===== src/rtl/traffic_pkg.sv =====
// Shared definitions for the traffic phase scheduler.
//   - Lamp encodings driven on each approach output (one-hot, 3 bits).
//   - Approach indices used for req/grant bit positions.
//   - Controller state enumeration.
//   - app_onehot(): approach index -> one-hot grant vector.
package traffic_pkg;

    localparam logic [2:0] RED = 3'b100;
    localparam logic [2:0] YEL = 3'b010;
    localparam logic [2:0] GRN = 3'b001;

    localparam logic [1:0] APP_M1 = 2'd0;
    localparam logic [1:0] APP_M2 = 2'd1;
    localparam logic [1:0] APP_MT = 2'd2;
    localparam logic [1:0] APP_SR = 2'd3;

    typedef enum logic [2:0] {
        ST_IDLE   = 3'd0,
        ST_GREEN  = 3'd1,
        ST_YELLOW = 3'd2,
        ST_ALLRED = 3'd3,
        ST_EMG    = 3'd4
    } state_e;

    function automatic logic [3:0] app_onehot(input logic [1:0] idx);
        return 4'b0001 << idx;
    endfunction

endpackage


===== src/rtl/rr_arbiter4.sv =====
// Four-way round-robin picker, purely combinational.
// Ports:
//   req    [3:0] in  : demand bits, one per approach
//   last   [1:0] in  : index granted most recently
//   winner [1:0] out : first asserted req strictly after last, wrapping 3->0
//                      (last itself is the final candidate)
//   valid        out : at least one req bit is set
module rr_arbiter4 (
    input  logic [3:0] req,
    input  logic [1:0] last,
    output logic [1:0] winner,
    output logic       valid
);

    logic [1:0] w_idx;

    // Scan from the farthest candidate back to the nearest so that the
    // closest asserted index after 'last' is the one left standing.
    always_comb begin
        winner = last;
        valid  = 1'b0;
        w_idx  = last;
        for (int k = 4; k >= 1; k--) begin
            w_idx = last + 2'(k);
            if (req[w_idx]) begin
                winner = w_idx;
                valid  = 1'b1;
            end
        end
    end

endmodule


===== src/rtl/traffic_phase_scheduler.sv =====
// Four-approach traffic phase scheduler with emergency preemption.
// Durations are counted in 'tick' pulses, not clock cycles.
// Ports:
//   clk          in  : clock, rising edge
//   rst_n        in  : asynchronous active-low reset (forces all red at once)
//   tick         in  : one-cycle timing enable
//   req    [3:0] in  : level demand, bit0=M1 bit1=M2 bit2=MT bit3=SR
//   emg_req      in  : level emergency preemption request
//   emg_dir[1:0] in  : emergency approach, sampled only while emg_req=1
//   M1,M2,MT,SR  out : registered lamps (001 green, 010 yellow, 100 red)
//   grant  [3:0] out : one-hot approach currently green or yellow
//   emg_active   out : high while the emergency green is displayed
module traffic_phase_scheduler
    import traffic_pkg::*;
#(
    parameter int GREEN_T  = 7,
    parameter int YELLOW_T = 2,
    parameter int ALLRED_T = 1
) (
    input  logic       clk,
    input  logic       rst_n,
    input  logic       tick,
    input  logic [3:0] req,
    input  logic       emg_req,
    input  logic [1:0] emg_dir,
    output logic [2:0] M1,
    output logic [2:0] M2,
    output logic [2:0] MT,
    output logic [2:0] SR,
    output logic [3:0] grant,
    output logic       emg_active
);

    localparam logic [3:0] C_G_LAST = 4'(GREEN_T - 1);
    localparam logic [3:0] C_Y_LAST = 4'(YELLOW_T - 1);
    localparam logic [3:0] C_A_LAST = 4'(ALLRED_T - 1);

    state_e           r_state;
    logic [3:0]       r_cnt;
    logic [1:0]       r_last;
    logic [3:0][2:0]  r_lamps;
    logic [3:0]       r_grant;
    logic             r_emg;

    state_e           w_state_nxt;
    logic [3:0]       w_cnt_nxt;
    logic [1:0]       w_last_nxt;
    logic [3:0][2:0]  w_lamps_nxt;
    logic [3:0]       w_grant_nxt;
    logic             w_emg_nxt;
    logic [1:0]       w_rr_winner;
    logic             w_rr_valid;
    logic             w_req_other;

    rr_arbiter4 u_rr (
        .req    (req),
        .last   (r_last),
        .winner (w_rr_winner),
        .valid  (w_rr_valid)
    );

    // r_last doubles as the index of the approach currently green/yellow.
    assign w_req_other = |(req & ~app_onehot(r_last));

    always_comb begin
        w_state_nxt = r_state;
        w_last_nxt  = r_last;

        unique case (r_state)
            ST_IDLE: begin
                if (emg_req) begin
                    w_state_nxt = ST_EMG;
                    w_last_nxt  = emg_dir;
                end else if (w_rr_valid) begin
                    w_state_nxt = ST_GREEN;
                    w_last_nxt  = w_rr_winner;
                end
            end
            ST_GREEN: begin
                // Preemption overrides the minimum green; a matching
                // direction is promoted to EMG without any lamp change.
                if (emg_req) begin
                    w_state_nxt = (emg_dir == r_last) ? ST_EMG : ST_YELLOW;
                end else if (tick && (r_cnt == C_G_LAST) && w_req_other) begin
                    w_state_nxt = ST_YELLOW;
                end
            end
            ST_YELLOW: begin
                if (tick && (r_cnt == C_Y_LAST)) begin
                    w_state_nxt = ST_ALLRED;
                end
            end
            ST_ALLRED: begin
                if (tick && (r_cnt == C_A_LAST)) begin
                    if (emg_req) begin
                        w_state_nxt = ST_EMG;
                        w_last_nxt  = emg_dir;
                    end else if (w_rr_valid) begin
                        w_state_nxt = ST_GREEN;
                        w_last_nxt  = w_rr_winner;
                    end else begin
                        w_state_nxt = ST_IDLE;
                    end
                end
            end
            ST_EMG: begin
                // Direction is latched on entry; later emg_dir changes are ignored.
                if (!emg_req) begin
                    w_state_nxt = ST_YELLOW;
                end
            end
            default: begin
                w_state_nxt = ST_IDLE;
            end
        endcase
    end

    // Counter clears on every state change; in GREEN it saturates so the
    // phase can hold indefinitely until a competitor appears.
    always_comb begin
        w_cnt_nxt = r_cnt;
        if (w_state_nxt != r_state) begin
            w_cnt_nxt = 4'd0;
        end else if (tick) begin
            if ((r_state == ST_YELLOW) || (r_state == ST_ALLRED) ||
                ((r_state == ST_GREEN) && (r_cnt != C_G_LAST))) begin
                w_cnt_nxt = r_cnt + 4'd1;
            end
        end
    end

    // Lamps are decoded from the next state so they register on the same
    // edge as the state itself.
    always_comb begin
        w_lamps_nxt = {4{RED}};
        w_grant_nxt = 4'b0000;
        w_emg_nxt   = 1'b0;
        unique case (w_state_nxt)
            ST_GREEN, ST_EMG: begin
                w_lamps_nxt[w_last_nxt] = GRN;
                w_grant_nxt             = app_onehot(w_last_nxt);
                w_emg_nxt               = (w_state_nxt == ST_EMG);
            end
            ST_YELLOW: begin
                w_lamps_nxt[w_last_nxt] = YEL;
                w_grant_nxt             = app_onehot(w_last_nxt);
            end
            default: begin
                w_lamps_nxt = {4{RED}};
            end
        endcase
    end

    always_ff @(posedge clk or negedge rst_n) begin
        if (!rst_n) begin
            r_state <= ST_IDLE;
            r_cnt   <= 4'd0;
            r_last  <= APP_SR;
            r_lamps <= {4{RED}};
            r_grant <= 4'b0000;
            r_emg   <= 1'b0;
        end else begin
            r_state <= w_state_nxt;
            r_cnt   <= w_cnt_nxt;
            r_last  <= w_last_nxt;
            r_lamps <= w_lamps_nxt;
            r_grant <= w_grant_nxt;
            r_emg   <= w_emg_nxt;
        end
    end

    assign M1         = r_lamps[APP_M1];
    assign M2         = r_lamps[APP_M2];
    assign MT         = r_lamps[APP_MT];
    assign SR         = r_lamps[APP_SR];
    assign grant      = r_grant;
    assign emg_active = r_emg;

endmodule


===== config.mk =====
export PLATFORM = sky130hd
export DESIGN_NAME = traffic_phase_scheduler
export DESIGN_NICKNAME = d
export VERILOG_FILES = /design/src/rtl/traffic_pkg.sv /design/src/rtl/rr_arbiter4.sv /design/src/rtl/traffic_phase_scheduler.sv
export SDC_FILE = /design/constraint.sdc
export NUM_CORES = 1
export LEC_CHECK = 0
export ABC_AREA = 1
export CORE_MARGIN = 10
export CORE_UTILIZATION = 47
export DETAILED_ROUTE_END_ITERATION = 7
export GPL_ROUTABILITY_DRIVEN = 0
export GPL_TIMING_DRIVEN = 0
export MAX_ROUTING_LAYER = met4
export PLACE_DENSITY_LB_ADDON = 0.12
export SLEW_MARGIN = 5
export SYNTH_ARGS = -nofsm -noshare
export SYNTH_HDL_FRONTEND = slang
export SYNTH_SLANG_ARGS = --single-unit

===== constraint.sdc =====
create_clock -name clk -period 2 [get_ports clk]
set_input_delay 0.4 -clock clk [delete_from_list [all_inputs] [get_ports clk]]
set_output_delay 0.4 -clock clk [all_outputs]
set_load 0.01 [all_outputs]

==> run metrics <==
outcome=complete, but fails checks; failing checks=setup timing; Power per Cell Area=1710 nW/um^2; Tcrit/Tclk final=101%; Post-Synth Adder-Cell Area=6.22%; grt total ovfl=0; die area=6170 um^2; Worst-path clk slew=0.15 ns; Vias=1326; Syn. warnings=0; htree depth=1; Slew HR=between 20% and 30%; Die Wd=78.5 um; #FFs+latches synth=26; area post-placement=1930 um^2; Leak Pwr=1.07 nW; Starting Density=48.6%; largest family of logic cells by synthesized area=simple AND/OR/NAND/NOR gates; worst skew pair latency=0.32 ns; fin crit period=slightly above 2 ns; Sequential Area=around 660 um^2; Peak Freq=495 MHz; Layout area overhead=36.4%; post-synth net total=208; R2R Setup Slk=-0.02 ns; final instance area=2200 um^2; HP Class=in -> async; layout filler cell count=between 200 and 300; Sink Count=26; top-level port count=27; r2r startpoint=r_last[1]; max-cap violations=0; RSZ-0062 raised after global routing=true; Clock Path Buffers=2; instance count of the mapped netlist=190; CORE AREA=3310 um^2; worst reg2reg path depth=12; setup_tns=-0.0544 ns; Reg-to-Reg End=M1[2]; simple-gate share of the synthesized area=between 30% and 40%; clk root buf=clkbuf_4; DRC Markers=0; signal arrival time at the worst endpoint=2.28 ns; # setup viols final=5; FP Rows=21; TritonRoute pass-1 iters=4; share of cells above drive strength 1=37.3%; first-pass GRT wire length=6140 um; area of the multi-input gates=approximately 930 um^2; Synth area leaders=dfrtp_1 31%, dfstp_2 9.8%, nand2_1 9.8%, ha_1 6.2%, nor2_1 5.1%; Final HPWL DP=2580 um; Routed Antenna Nets=0; Setup WS post-layout=-0.0214 ns; VDD IR max=892 uV; first-iteration detailed-routing DRC count=76; Avg Cell Area, Syn=between 8 and 9 um^2; largest net degree at the start of global routing=27; worst-margin pin slew=1.09 ns; WL final=3630 um; CP Max Fanout=6; initial antenna violation count=0; largest area contributor in the synthesized netlist=dfrtp_1; TritonCTS clock tree=built; vias in the first global route=1378; post-synthesis mux area share=0%; Yosys top cell area share=31.1%; Synth Area in Compound Gates=under 10%; Post-Synth XOR/XNOR Area=under 10%; PortBufs=26; Netlist cell types=26; fin nets=252; Netlist Area Pre-Place=1610 um^2; clock skew=between 0.008 and 0.009 ns; Post-CTS Hold Buffers=0; final hold viol count=0; All-Layer GR Usage=12.1%; Inserted Diodes=0; critical path launch point=r_last[1]; Num CTS Buffers=3; crit path kind=reg -> reg; DR WL/cell=roughly 13 um; Req. time, crit path=2.26 ns; CP endpoint kind=flop; register area share after synthesis=40.9%; Slew Limit Fails=0; vias per inst=4.75; Setup crit start kind=flop; DIE HEIGHT=78.5 um
## cell usage after synthesis, drive strengths merged
master and instances:
buf 1, o21ai 6, clkinv 1, nand2 58
inv 29, nand3 19, dfstp 6, nand4 4
dfrtp 20, nor3 1, ha 8, a31oi 1
xor2 3, a21oi 6, nor2 26, nand3b 1
## metrics by stage
step / worst slack (ns) / instances / total power, mW / hold WS, ns / util, %
2_1_floorplan: 0.107 / 190 / 2.28 / 0.104 / -
3_3_place_gp: -0.0866 / 262 / 2.75 / 0.613 / 58.2
3_5_place_dp: -0.139 / 262 / 2.80 / 0.631 / 58.2
4_1_cts: -0.00121 / 271 / 3.33 / 0.666 / 61.7
5_1_grt: -0.145 / 279 / 4.05 / 0.698 / 66.4
6_report: -0.0214 / 279 / 3.75 / 0.640 / 66.4
## sequential cells by signal, indices dropped and copies added, names as in the netlist
register / flops
M1: 3
M2: 3
MT: 3
SR: 3
emg_active: 1
grant: 4
r_cnt: 4
r_last: 2
r_state: 3
## worst max-delay path, cell delays in order (launching register included)
cell,delay [ns]
dfstp_2,0.62
inv_2,0.10
ha_4,0.31
inv_4,0.04
nand3_4,0.07
nand2_2,0.06
nor2_1,0.08
nand2_1,0.05
nand2_1,0.07
nand2_2,0.08
a21oi_4,0.24
buf_4,0.15
nand4_1,0.08
## how the worst max path moves through the flow
stage          cells past startpoint  slack (ns)  endpoint
3_5_place_dp                      13       -0.14  r_cnt[0]
4_1_cts                           13      -0.001     M1[1]
2_1_floorplan                     13        0.11     M1[0]
6_report                          12       -0.02     M1[2]
3_3_place_gp                      10       -0.09  r_cnt[0]
5_1_grt                           12       -0.14     M1[0]
## kinds of logic (layout without fill, tap and decap cells)
kind of cell               count (synthesis)  count (layout)
and+or+nand+nor                          109             109
buffers and inverters                     31              74
DFF                                       26              26
AOI/OAI and AO/OA                         13              13
adders and majority gates                  8               8
xor gates and xnor gates                   3               3
## report_power, final
part	total (mW)	leakage, nW	switching, mW	internal (mW)
combinational	2.55	0.710	1.48	1.07
clock	0.366	0.0279	0.164	0.203
sequential	0.830	0.333	0.101	0.729
total	3.75	1.07	1.75	2.00
## repair_timing
action / CTS / global route
setup endpoints to repair: 20 / 20
pin swaps: 7 / 17
resized for setup: 7 / 27
setup buffers: 5 / 8
## placed cells by master, fill, tap and decap left out
cell,Yosys,final
nand2_1,42,36
clkdlybuf4s50_1,0,26
dfrtp_1,20,20
inv_1,21,19
nor2_1,22,17
nand2_2,10,14
buf_4,0,12
nor2_2,4,9
nand3_1,13,9
nand2_4,6,8
inv_2,6,7
ha_1,8,7
dfstp_2,6,6
nand3_2,5,6
nand4_1,4,4
nand3_4,1,4
o21ai_2,0,3
a21oi_4,3,3
xor2_1,3,3
clkbuf_4,0,3
inv_4,2,2
o21ai_1,2,2
buf_6,1,2
a21oi_2,1,2
nand3b_1,1,1
nor3_4,1,1
clkinv_2,1,1
a31oi_4,1,1
inv_8,0,1
a21oi_1,2,1
o21ai_0,4,1
ha_4,0,1
bufinv_16,0,1
## cell type report
class,instances,area share (%)
Multi-Input combinational cell,133,42.3
Timing Repair Buffer,39,16.5
Inverter,30,5.75
Tap cell,46,2.62
Clock inverter,1,1.37
Sequential cell,26,30.0
Buffer,1,0.513
Clock buffer,3,1.03
## per-layer routing
layer | vias to the layer above | part of all wire (%) | GRT usage, % | routed length, um
li1 | 676 | - | - | -
met1 | 625 | 44 | 14.5 | 1610
met2 | 23 | 51 | 20.1 | 1830
met3 | 2 | 4.7 | 2.96 | 172
met4 | 0 | 0.33 | 3.05 | 12
met5 | - | 0 | - | 0
Note: power is estimated with default switching activity, not from simulation.
